===== config.mk =====
export PLATFORM = sky130hd
export DESIGN_NAME = led_water_multi
export DESIGN_NICKNAME = d
export VERILOG_FILES = /design/src/rtl/led_water_pkg.sv /design/src/rtl/led_water_multi_tick_gen.sv /design/src/rtl/led_water_multi.sv
export SDC_FILE = /design/constraint.sdc
export NUM_CORES = 1
export LEC_CHECK = 0
export CAP_MARGIN = 10
export CORE_AREA = 10 10 73 75
export DETAILED_ROUTE_END_ITERATION = 7
export DIE_AREA = 0 0 83 85
export PLACE_DENSITY = 0.74
export SYNTH_ARGS = -nofsm -noshare
export SYNTH_HDL_FRONTEND = slang
export SYNTH_SLANG_ARGS = --single-unit

===== constraint.sdc =====
create_clock -name clk -period 5.5 [get_ports clk]
set_input_delay 0.55 -clock clk [delete_from_list [all_inputs] [get_ports clk]]
set_output_delay 0.55 -clock clk [all_outputs]
set_load 0.01 [all_outputs]

===== src/rtl/led_water_pkg.sv =====
// Shared constants for the multi-pattern LED water light.
// Pattern selector encodings and ping-pong direction values.
package led_water_pkg;

   localparam logic [1:0] MODE_ROL  = 2'd0;
   localparam logic [1:0] MODE_ROR  = 2'd1;
   localparam logic [1:0] MODE_PP   = 2'd2;
   localparam logic [1:0] MODE_FILL = 2'd3;

   localparam logic DIR_L = 1'b0;
   localparam logic DIR_R = 1'b1;

endpackage


===== src/rtl/led_water_multi_tick_gen.sv =====
// Step prescaler: counts enabled cycles and flags the last one of each MAXS-cycle step.
// clr restarts the count so a new pattern gets a full first step.
module tick_gen #(
   parameter int MAXS = 50_000_000
) (
   input  logic clk,
   input  logic rst_n,
   input  logic en,
   input  logic clr,
   output logic tick
);

   localparam int CNT_W = (MAXS > 1) ? $clog2(MAXS) : 1;
   localparam logic [CNT_W-1:0] CNT_LAST = CNT_W'(MAXS - 1);
   localparam logic [CNT_W-1:0] CNT_ONE  = CNT_W'(1);

   logic [CNT_W-1:0] cnt_r;

   assign tick = en && !clr && (cnt_r == CNT_LAST);

   // Prescaler counter: wraps on the last cycle, holds while paused.
   always_ff @(posedge clk) begin
      if (!rst_n) begin
         cnt_r <= '0;
      end else if (clr) begin
         cnt_r <= '0;
      end else if (en) begin
         if (cnt_r == CNT_LAST) begin
            cnt_r <= '0;
         end else begin
            cnt_r <= cnt_r + CNT_ONE;
         end
      end else begin
         cnt_r <= cnt_r;
      end
   end

endmodule


===== src/rtl/led_water_multi.sv =====
// Parametrised LED water light: rotate left/right, ping-pong and bar fill patterns,
// advanced once per prescaled step, with a registered step strobe for chaining.
import led_water_pkg::*;

module led_water_multi #(
   parameter int LED_N = 8,
   parameter int MAXS  = 50_000_000
) (
   input  logic             clk,
   input  logic             rst_n,
   input  logic             en,
   input  logic [1:0]       mode,
   output logic [LED_N-1:0] led_on,
   output logic             step_tick
);

   localparam logic [LED_N-1:0] LED_ONE = {{(LED_N-1){1'b0}}, 1'b1};

   logic [1:0]       mode_q_r;
   logic             dir_r;
   logic             mode_chg_s;
   logic             tick_s;
   logic [LED_N-1:0] led_nxt_s;
   logic             dir_nxt_s;

   function automatic logic is_onehot(input logic [LED_N-1:0] v);
      return (v != '0) && ((v & (v - LED_ONE)) == '0);
   endfunction

   assign mode_chg_s = (mode != mode_q_r);

   tick_gen #(.MAXS(MAXS)) u_tick_gen (
      .clk   (clk),
      .rst_n (rst_n),
      .en    (en),
      .clr   (mode_chg_s),
      .tick  (tick_s)
   );

   // Next pattern value; non-one-hot states in the single-dot modes restart from bit 0.
   always_comb begin
      led_nxt_s = LED_ONE;
      dir_nxt_s = dir_r;
      case (mode_q_r)
         MODE_ROL: begin
            if (is_onehot(led_on)) begin
               led_nxt_s = {led_on[LED_N-2:0], led_on[LED_N-1]};
            end else begin
               led_nxt_s = LED_ONE;
            end
         end
         MODE_ROR: begin
            if (is_onehot(led_on)) begin
               led_nxt_s = {led_on[0], led_on[LED_N-1:1]};
            end else begin
               led_nxt_s = LED_ONE;
            end
         end
         MODE_PP: begin
            if (!is_onehot(led_on)) begin
               led_nxt_s = LED_ONE;
               dir_nxt_s = DIR_L;
            end else if (dir_r == DIR_L) begin
               // Bounce off the top end without dwelling there.
               if (led_on[LED_N-1]) begin
                  led_nxt_s = led_on >> 1;
                  dir_nxt_s = DIR_R;
               end else begin
                  led_nxt_s = led_on << 1;
                  dir_nxt_s = DIR_L;
               end
            end else begin
               if (led_on[0]) begin
                  led_nxt_s = led_on << 1;
                  dir_nxt_s = DIR_L;
               end else begin
                  led_nxt_s = led_on >> 1;
                  dir_nxt_s = DIR_R;
               end
            end
         end
         MODE_FILL: begin
            if (&led_on) begin
               led_nxt_s = LED_ONE;
            end else begin
               led_nxt_s = {led_on[LED_N-2:0], 1'b1};
            end
         end
         default: begin
            led_nxt_s = LED_ONE;
            dir_nxt_s = DIR_L;
         end
      endcase
   end

   // Pattern state: reset and mode change both restart the pattern; otherwise step on tick.
   always_ff @(posedge clk) begin
      if (!rst_n) begin
         led_on    <= LED_ONE;
         dir_r     <= DIR_L;
         step_tick <= 1'b0;
         mode_q_r  <= mode;
      end else if (mode_chg_s) begin
         led_on    <= LED_ONE;
         dir_r     <= DIR_L;
         step_tick <= 1'b0;
         mode_q_r  <= mode;
      end else if (tick_s) begin
         led_on    <= led_nxt_s;
         dir_r     <= dir_nxt_s;
         step_tick <= 1'b1;
         mode_q_r  <= mode_q_r;
      end else begin
         led_on    <= led_on;
         dir_r     <= dir_r;
         step_tick <= 1'b0;
         mode_q_r  <= mode_q_r;
      end
   end

endmodule


==> flow_metrics.env, run 1 <==
export IMPL_flow_area_growth_from_synthesis_pct=11.4
export IMPL_criticalPathCategory="input port to flip-flop"
export IMPL_cts_repair_resized=0
export IMPL_timing_worst_slew_pin_value_ns=0.814
export IMPL_number_of_synthesized_register_bits=38
export IMPL_grt_resource_usage_total=0.130
export IMPL_rows=23
export IMPL_global_route_overflow_total=0
export IMPL_fin_ws_ns=2.78
export IMPL_core_um2=3910
export IMPL_finalHoldWorstSlack_ns=0.517
export IMPL_synth_seq_area_share=0.371
export IMPL_critical_path_startpoint_type="input port"
export IMPL_worst_setup_path_end_kind="flip-flop"
export IMPL_multiInputGateArea_um2=1210
export IMPL_timing_clock_skew_ns=0.00351
export IMPL_worst_setup_hold_path_clk_slew_ns=0.07
export IMPL_synthCells=247
export IMPL_clock_tree_root_cell="sky130_fd_sc_hd__clkbuf_8"
export IMPL_drt_drc_violations_left=0
export IMPL_critical_path_most_common_cell="sky130_fd_sc_hd__nand2_1"
export IMPL_total_switching_power_mw=0.121
export IMPL_grt_pass1_vias=1747
export IMPL_post_route_cells_drive_above_1_share=0.0934
export IMPL_power_switching_share=0.214
export IMPL_leakage_nw=0.763
export IMPL_postCtsSetupBuffers=0
export IMPL_max_clock_freq_mhz=368
export IMPL_dpl_hpwl_um=3170
export IMPL_ant_nets=0
export IMPL_wl_per_cell_um=14.5
export IMPL_holdBufCountCts=0
export IMPL_yosys_area_top_type="sky130_fd_sc_hd__dfxtp_1"
export IMPL_finalWirelength_um=4460
export IMPL_ys_async_sr_fraction=0
export IMPL_timing_hold_worst_class="flip-flop to flip-flop"
export IMPL_final_setup_viol_count=0
export IMPL_timing_slew_headroom=0.456
export IMPL_ir_worst_vdd_v=0.000156
export IMPL_grt_start_max_net_pins=26
export IMPL_routed_via_count=1774
export IMPL_syn_nets=253
export IMPL_cap_violations=0
export IMPL_final_core_util=0.599
export IMPL_run_status="finished, final reports clean"
export IMPL_synth_lib_cells_used_distinct=53
export IMPL_min_period_over_period=0.495
export IMPL_internal_power_mw=0.446
export IMPL_worstPathCellList="clkdlybuf4s50_1 > and4_1 > nand2_1 > or4_4 > nand2_1 > nor2_1"
export IMPL_timing_hold_violations_final=0
export IMPL_first_iter_violations=118
export IMPL_clock_power_share=0.452
export IMPL_die_h_um=85
export IMPL_number_of_buffers_created_by_cts=5
export IMPL_vias_per_cell=5.78
export IMPL_setup_tns_final_ns=0
export IMPL_cts_htree_levels=2
export IMPL_cts_tree="yes"
export IMPL_instances_no_fill=307
export IMPL_power_sequential_fraction=0.501
export IMPL_grt_pass1_wl_um=7840
export IMPL_clock_sinks=38
export IMPL_dpl_cell_area_um2=2210
export IMPL_worst_ep_arrival_time_ns=2.86
export IMPL_nNetsFinal=262
export IMPL_power_total_mw=0.567
export IMPL_power_density_over_the_cells_nw_per_um2=242
export IMPL_cp_slowest_cell="sky130_fd_sc_hd__nand2_1"
export IMPL_syn_mean_instance_area_um2=8.52
export IMPL_top_cell_type_s_share_of_synthesized_area=0.343
export IMPL_critPathMaxStageDelay_ns=0.64
export IMPL_io_buffers=13
export IMPL_initial_core_util=0.537
export IMPL_syn_cell_area_um2=2100
export IMPL_worstSkewPairLatency_ns=0.29
export IMPL_dominantRegCellSynth="sky130_fd_sc_hd__dfxtp_1"
export IMPL_seq_area_um2=781
export IMPL_synth_warnings=0
export IMPL_layout_min_cycle_time_ns=2.72
export IMPL_ioPinCount=14
export IMPL_cts_max_path_buffers=2
export IMPL_timing_final_max_slew_violations=0
export IMPL_synth_edff_count=2
export IMPL_rsz_0062_raised_after_global_routing="no"
export IMPL_n_antenna_cell=0
export IMPL_path_max_fanout=25
export IMPL_place_congestion=0.862
export IMPL_numPlacedInstances=299
export IMPL_antenna_found_initial=0
export IMPL_synth_area_top_cells="sky130_fd_sc_hd__dfxtp_1 34%, sky130_fd_sc_hd__nor2_1 7.3%, sky130_fd_sc_hd__xor2_1 6.7%"
export IMPL_fill_cells=351
export IMPL_first_pass_iters=4
export IMPL_pwr_share_comb=0.047
export IMPL_design_die_area_um2=7060
export IMPL_finish_instance_area_um2=2340
export IMPL_width_of_the_die_um=83
export IMPL_dp_worst_setup_slack_ns=2.46
export IMPL_worst_ep_required_time_ns=5.64
Yosys cell counts (3+ instances only):
master / number
sky130_fd_sc_hd__xor2_1: 16
sky130_fd_sc_hd__o211ai_1: 3
sky130_fd_sc_hd__and3_1: 6
sky130_fd_sc_hd__clkbuf_1: 3
sky130_fd_sc_hd__and2_1: 6
sky130_fd_sc_hd__nor3_1: 3
sky130_fd_sc_hd__and4_1: 3
sky130_fd_sc_hd__o21ai_0: 11
sky130_fd_sc_hd__nand2_1: 19
sky130_fd_sc_hd__nand3_1: 14
sky130_fd_sc_hd__nand2b_1: 4
sky130_fd_sc_hd__inv_1: 6
sky130_fd_sc_hd__nor2_1: 41
sky130_fd_sc_hd__nand4_1: 6
sky130_fd_sc_hd__dfxtp_1: 36
sky130_fd_sc_hd__a21oi_1: 8
sky130_fd_sc_hd__xnor2_1: 10
sky130_fd_sc_hd__buf_6: 5
sky130_fd_sc_hd__a2111oi_0: 3
final timing paths:
check                                           from  slack, ns  depth (start not counted)                    to
worst max-delay path                              en       2.78                          6  u_tick_gen.cnt_r[15]
worst min-delay path                           dir_r       0.52                          2                 dir_r
worst max register to register  u_tick_gen.cnt_r[17]       3.05                          5  u_tick_gen.cnt_r[15]
worst min register to register                 dir_r       0.52                          2                 dir_r
placed cells by master, fill, tap and decap left out, drive strengths merged, types with 2 or more instances in the layout:
master         count
nand2             19
dfxtp             36
nand3             14
and4               3
and2               6
xnor2             10
nand4              6
a22o               3
nand4b             2
a2111oi            3
o21ai             11
a21oi              8
clkdlybuf4s50     13
xor2              16
nor2              41
a211oi             3
a31oi              2
nand2b             4
nor4               4
and3               6
inv                6
a221oi             2
edfxtp             2
clkbuf             8
or4                3
o211ai             3
a211o              2
nor3               4
and2b              3
power by group through the flow:
stage	combinational (mW)	clock (mW)	sequential, mW
2_1_floorplan	0.0237	0	0.287
3_3_place_gp	0.0260	0	0.290
3_5_place_dp	0.0265	0	0.290
4_1_cts	0.0265	0.264	0.284
5_1_grt	0.0300	0.276	0.284
6_report	0.0267	0.256	0.284
kinds of logic (layout without fill, tap and decap cells):
group | Yosys count | count (layout) | share of synthesized area
compound gates | 42 | 42 | 0.140
xor+xnor | 26 | 26 | 0.108
fa+ha+maj | 1 | 1 | 0.00595
buf+inv | 17 | 27 | 0.0512
flops | 38 | 38 | 0.371
mux | 1 | 1 | 0.00476
simple gates | 122 | 122 | 0.318
state kept, by name (all words and copies together), names as in the netlist:
| register | count |
|---|---|
| led_on | 8 |
| dir_r | 1 |
| step_tick | 1 |
| mode_q_r | 2 |
| u_tick_gen.cnt_r | 26 |
metal layers:
layer  vias up  share of wire  track usage
met2        33           0.50        0.222
met5         -              0            0
li1        894              -            -
met1       838           0.43        0.142
met4         0          0.028       0.0774
met3         9          0.040       0.0344
layout make-up:
cell class              count  share of cell area
flip-flops and latches     38               0.333
well taps                  50              0.0267
clock buffers               8              0.0566
multi-input cells         192               0.518
repair buffers             13              0.0555
inverters                   6             0.00961
worst max-delay path: cells and delay by family:
family	cells	cell delay, ns
and+or+nand+nor	5	1.73
buffers and inverters	1	0.57
(Power assumes the default switching activity.)
==> run 2: changes to the inputs <==
==> constraint.sdc (replaced) <==
create_clock -name clk -period 2.6 [get_ports clk]
set_input_delay 0.26 -clock clk [delete_from_list [all_inputs] [get_ports clk]]
set_output_delay 0.26 -clock clk [all_outputs]
set_load 0.01 [all_outputs]
==> run 2 against run 1 <==
Effect of this change: worst setup slack got worse by 2.3 ns; count of clock-buffer cells in the layout decreased by 2; die area unchanged; sequential cell count unchanged; global-route usage decreased by 1.1 points; sequential share of layout area about the same; critical path depth unchanged; clock power increased by 49%; non-clock buffer count increased by 5; via count decreased by 0.28%; largest cell class unchanged.
==> flow_metrics.env, run 2 (synthesis gave the netlist of run 1 again) <==
export IMPL_timing_hold_worst_path_depth=2
export IMPL_timing_slew_headroom=0.689
export IMPL_critPathMaxStageDelay_ns=0.51
export IMPL_worst_setup_hold_path_clk_slew_ns=0.08
export IMPL_global_route_overflow_total=0
export IMPL_number_of_buffers_created_by_cts=5
export IMPL_fill_cells=359
export IMPL_cap_violations=0
export IMPL_fin_ws_ns=0.442
export IMPL_grt_resource_usage_total=0.119
export IMPL_timing_clock_skew_ns=0.00848
export IMPL_finalWirelength_um=4290
export IMPL_worst_setup_path_end_kind="flip-flop"
export IMPL_instances_no_fill=312
export IMPL_final_core_util=0.598
export IMPL_critical_path_n_buffers_inverters=0
export IMPL_path_max_fanout=11
export IMPL_reg_top3="u_tick_gen.cnt_r: 26 flops, led_on: 8 flops, mode_q_r: 2 flops"
export IMPL_min_delay_start="u_tick_gen.cnt_r[20]"
export IMPL_worst_ep_required_time_ns=2.79
export IMPL_grt_pass1_vias=1656
export IMPL_postCtsSetupBuffers=0
export IMPL_ff2ff_path_depth=6
export IMPL_dpl_hpwl_um=2990
export IMPL_final_setup_viol_count=0
export IMPL_criticalPathCategory="flip-flop to flip-flop"
export IMPL_ioPinCount=14
export IMPL_critical_path_startpoint_type="flip-flop"
export IMPL_numPlacedInstances=304
export IMPL_flow_area_growth_from_synthesis_pct=11.4
export IMPL_initial_core_util=0.537
export IMPL_seq_area_um2=781
export IMPL_drt_drc_violations_left=0
export IMPL_worst_ep_arrival_time_ns=2.35
export IMPL_layout_min_cycle_time_ns=2.16
export IMPL_timing_final_max_slew_violations=0
export IMPL_multiInputGateArea_um2=1210
export IMPL_first_iter_violations=231
export IMPL_post_route_cells_drive_above_1_share=0.103
export IMPL_clock_tree_root_cell="sky130_fd_sc_hd__clkbuf_8"
export IMPL_rsz_0062_raised_after_global_routing="no"
export IMPL_setup_tns_final_ns=0
export IMPL_die_h_um=85
export IMPL_timing_worst_slew_pin_value_ns=0.455
export IMPL_core_um2=3910
export IMPL_critPathTopFamily="simple AND/OR/NAND/NOR gates"
export IMPL_min_period_over_period=0.830
export IMPL_grt_pass1_wl_um=7270
export IMPL_place_congestion=0.929
export IMPL_cts_htree_levels=2
export IMPL_n_antenna_cell=0
export IMPL_finish_instance_area_um2=2340
export IMPL_worstPathCellList="or4_4 > a211oi_2 > nand3b_4 > nor3_2 > or3_1 > a221oi_1"
export IMPL_dp_worst_setup_slack_ns=0.316
export IMPL_finalHoldWorstSlack_ns=0.510
export IMPL_clock_sinks=38
export IMPL_first_pass_iters=5
export IMPL_cp_slowest_cell="sky130_fd_sc_hd__or4_4"
export IMPL_ir_worst_vdd_v=0.000444
export IMPL_most_common_layout_cells="41 x sky130_fd_sc_hd__nor2_1, 36 x sky130_fd_sc_hd__dfxtp_1, 19 x sky130_fd_sc_hd__nand2_1"
export IMPL_cts_tree="yes"
export IMPL_timing_hold_violations_final=0
export IMPL_cts_max_path_buffers=2
export IMPL_vias_per_cell=5.67
export IMPL_wl_per_cell_um=13.8
export IMPL_ant_nets=0
export IMPL_leakage_nw=0.769
export IMPL_design_die_area_um2=7060
export IMPL_worstSkewPairLatency_ns=0.29
export IMPL_whs_endpoint="u_tick_gen.cnt_r[20]"
export IMPL_timing_rr_start="led_on[0]"
export IMPL_holdBufCountCts=0
export IMPL_run_status="finished, final reports clean"
export IMPL_timing_hold_worst_class="flip-flop to flip-flop"
export IMPL_timing_reg2reg_setup_slack_ns=0.44
export IMPL_layout_commonest_cell="sky130_fd_sc_hd__nor2_1"
export IMPL_power_density_over_the_cells_nw_per_um2=446
export IMPL_width_of_the_die_um=83
export IMPL_antenna_found_initial=0
export IMPL_registers_top_by_ff_count="u_tick_gen.cnt_r"
export IMPL_dpl_cell_area_um2=2260
export IMPL_grt_start_max_net_pins=26
export IMPL_nNetsFinal=267
export IMPL_rows=23
export IMPL_r2r_end="led_on[2]"
export IMPL_cts_repair_resized=0
export IMPL_io_buffers=13
export IMPL_number_of_flip_flops_under_the_largest_register_name=26
export IMPL_routed_via_count=1769
export IMPL_power_total_mw=1.04
export IMPL_max_clock_freq_mhz=463
run 2: cell count changes in the layout (fill, tap and decap cells not counted), sizes merged:
| cell | before | now |
|---|---|---|
| buf | 0 | 5 |
| clkbuf | 8 | 6 |
| clkinv | 0 | 2 |
run 2: area by class of cell:
class                           instances  share of cell area
Inverter                                6             0.00962
Tap cell                               50              0.0267
Multi-Input combinational cell        192               0.519
Sequential cell                        38               0.333
Timing Repair Buffer                   18              0.0769
Clock inverter                          2             0.00374
Clock buffer                            6              0.0310
run 2: metal layers:
metal,vias to the layer above,GRT usage,routed length [um]
met4,0,0.0635,104
li1,904,-,-
met3,11,0.0287,227
met5,-,0,0
met2,44,0.209,2030
met1,810,0.129,1930
run 2: worst max-delay path by stage:
stage | end | startpoint | slack [ns] | cells past startpoint
CTS | led_on[2] | led_on[0] | 0.45 | 6
finish | led_on[2] | led_on[0] | 0.44 | 6
floorplan | led_on[4] | led_on[5] | 0.54 | 7
detailed placement | u_tick_gen.cnt_r[17] | en | 0.32 | 7
global route | led_on[2] | led_on[0] | 0.34 | 6
global placement | u_tick_gen.cnt_r[5] | en | 0.35 | 7
run 2: tightest hold or removal path, cell delays in order, from the launching register on:
cell,delay [ns]
sky130_fd_sc_hd__dfxtp_1,0.34
sky130_fd_sc_hd__o31ai_1,0.07
sky130_fd_sc_hd__a21oi_1,0.06
run 2: report_power, final:
| group | total, mW | switching (mW) | internal [mW] |
|---|---|---|---|
| Combinational | 0.0620 | 0.0374 | 0.0246 |
| Sequential | 0.600 | 0.00935 | 0.591 |
| Clock | 0.382 | 0.197 | 0.184 |
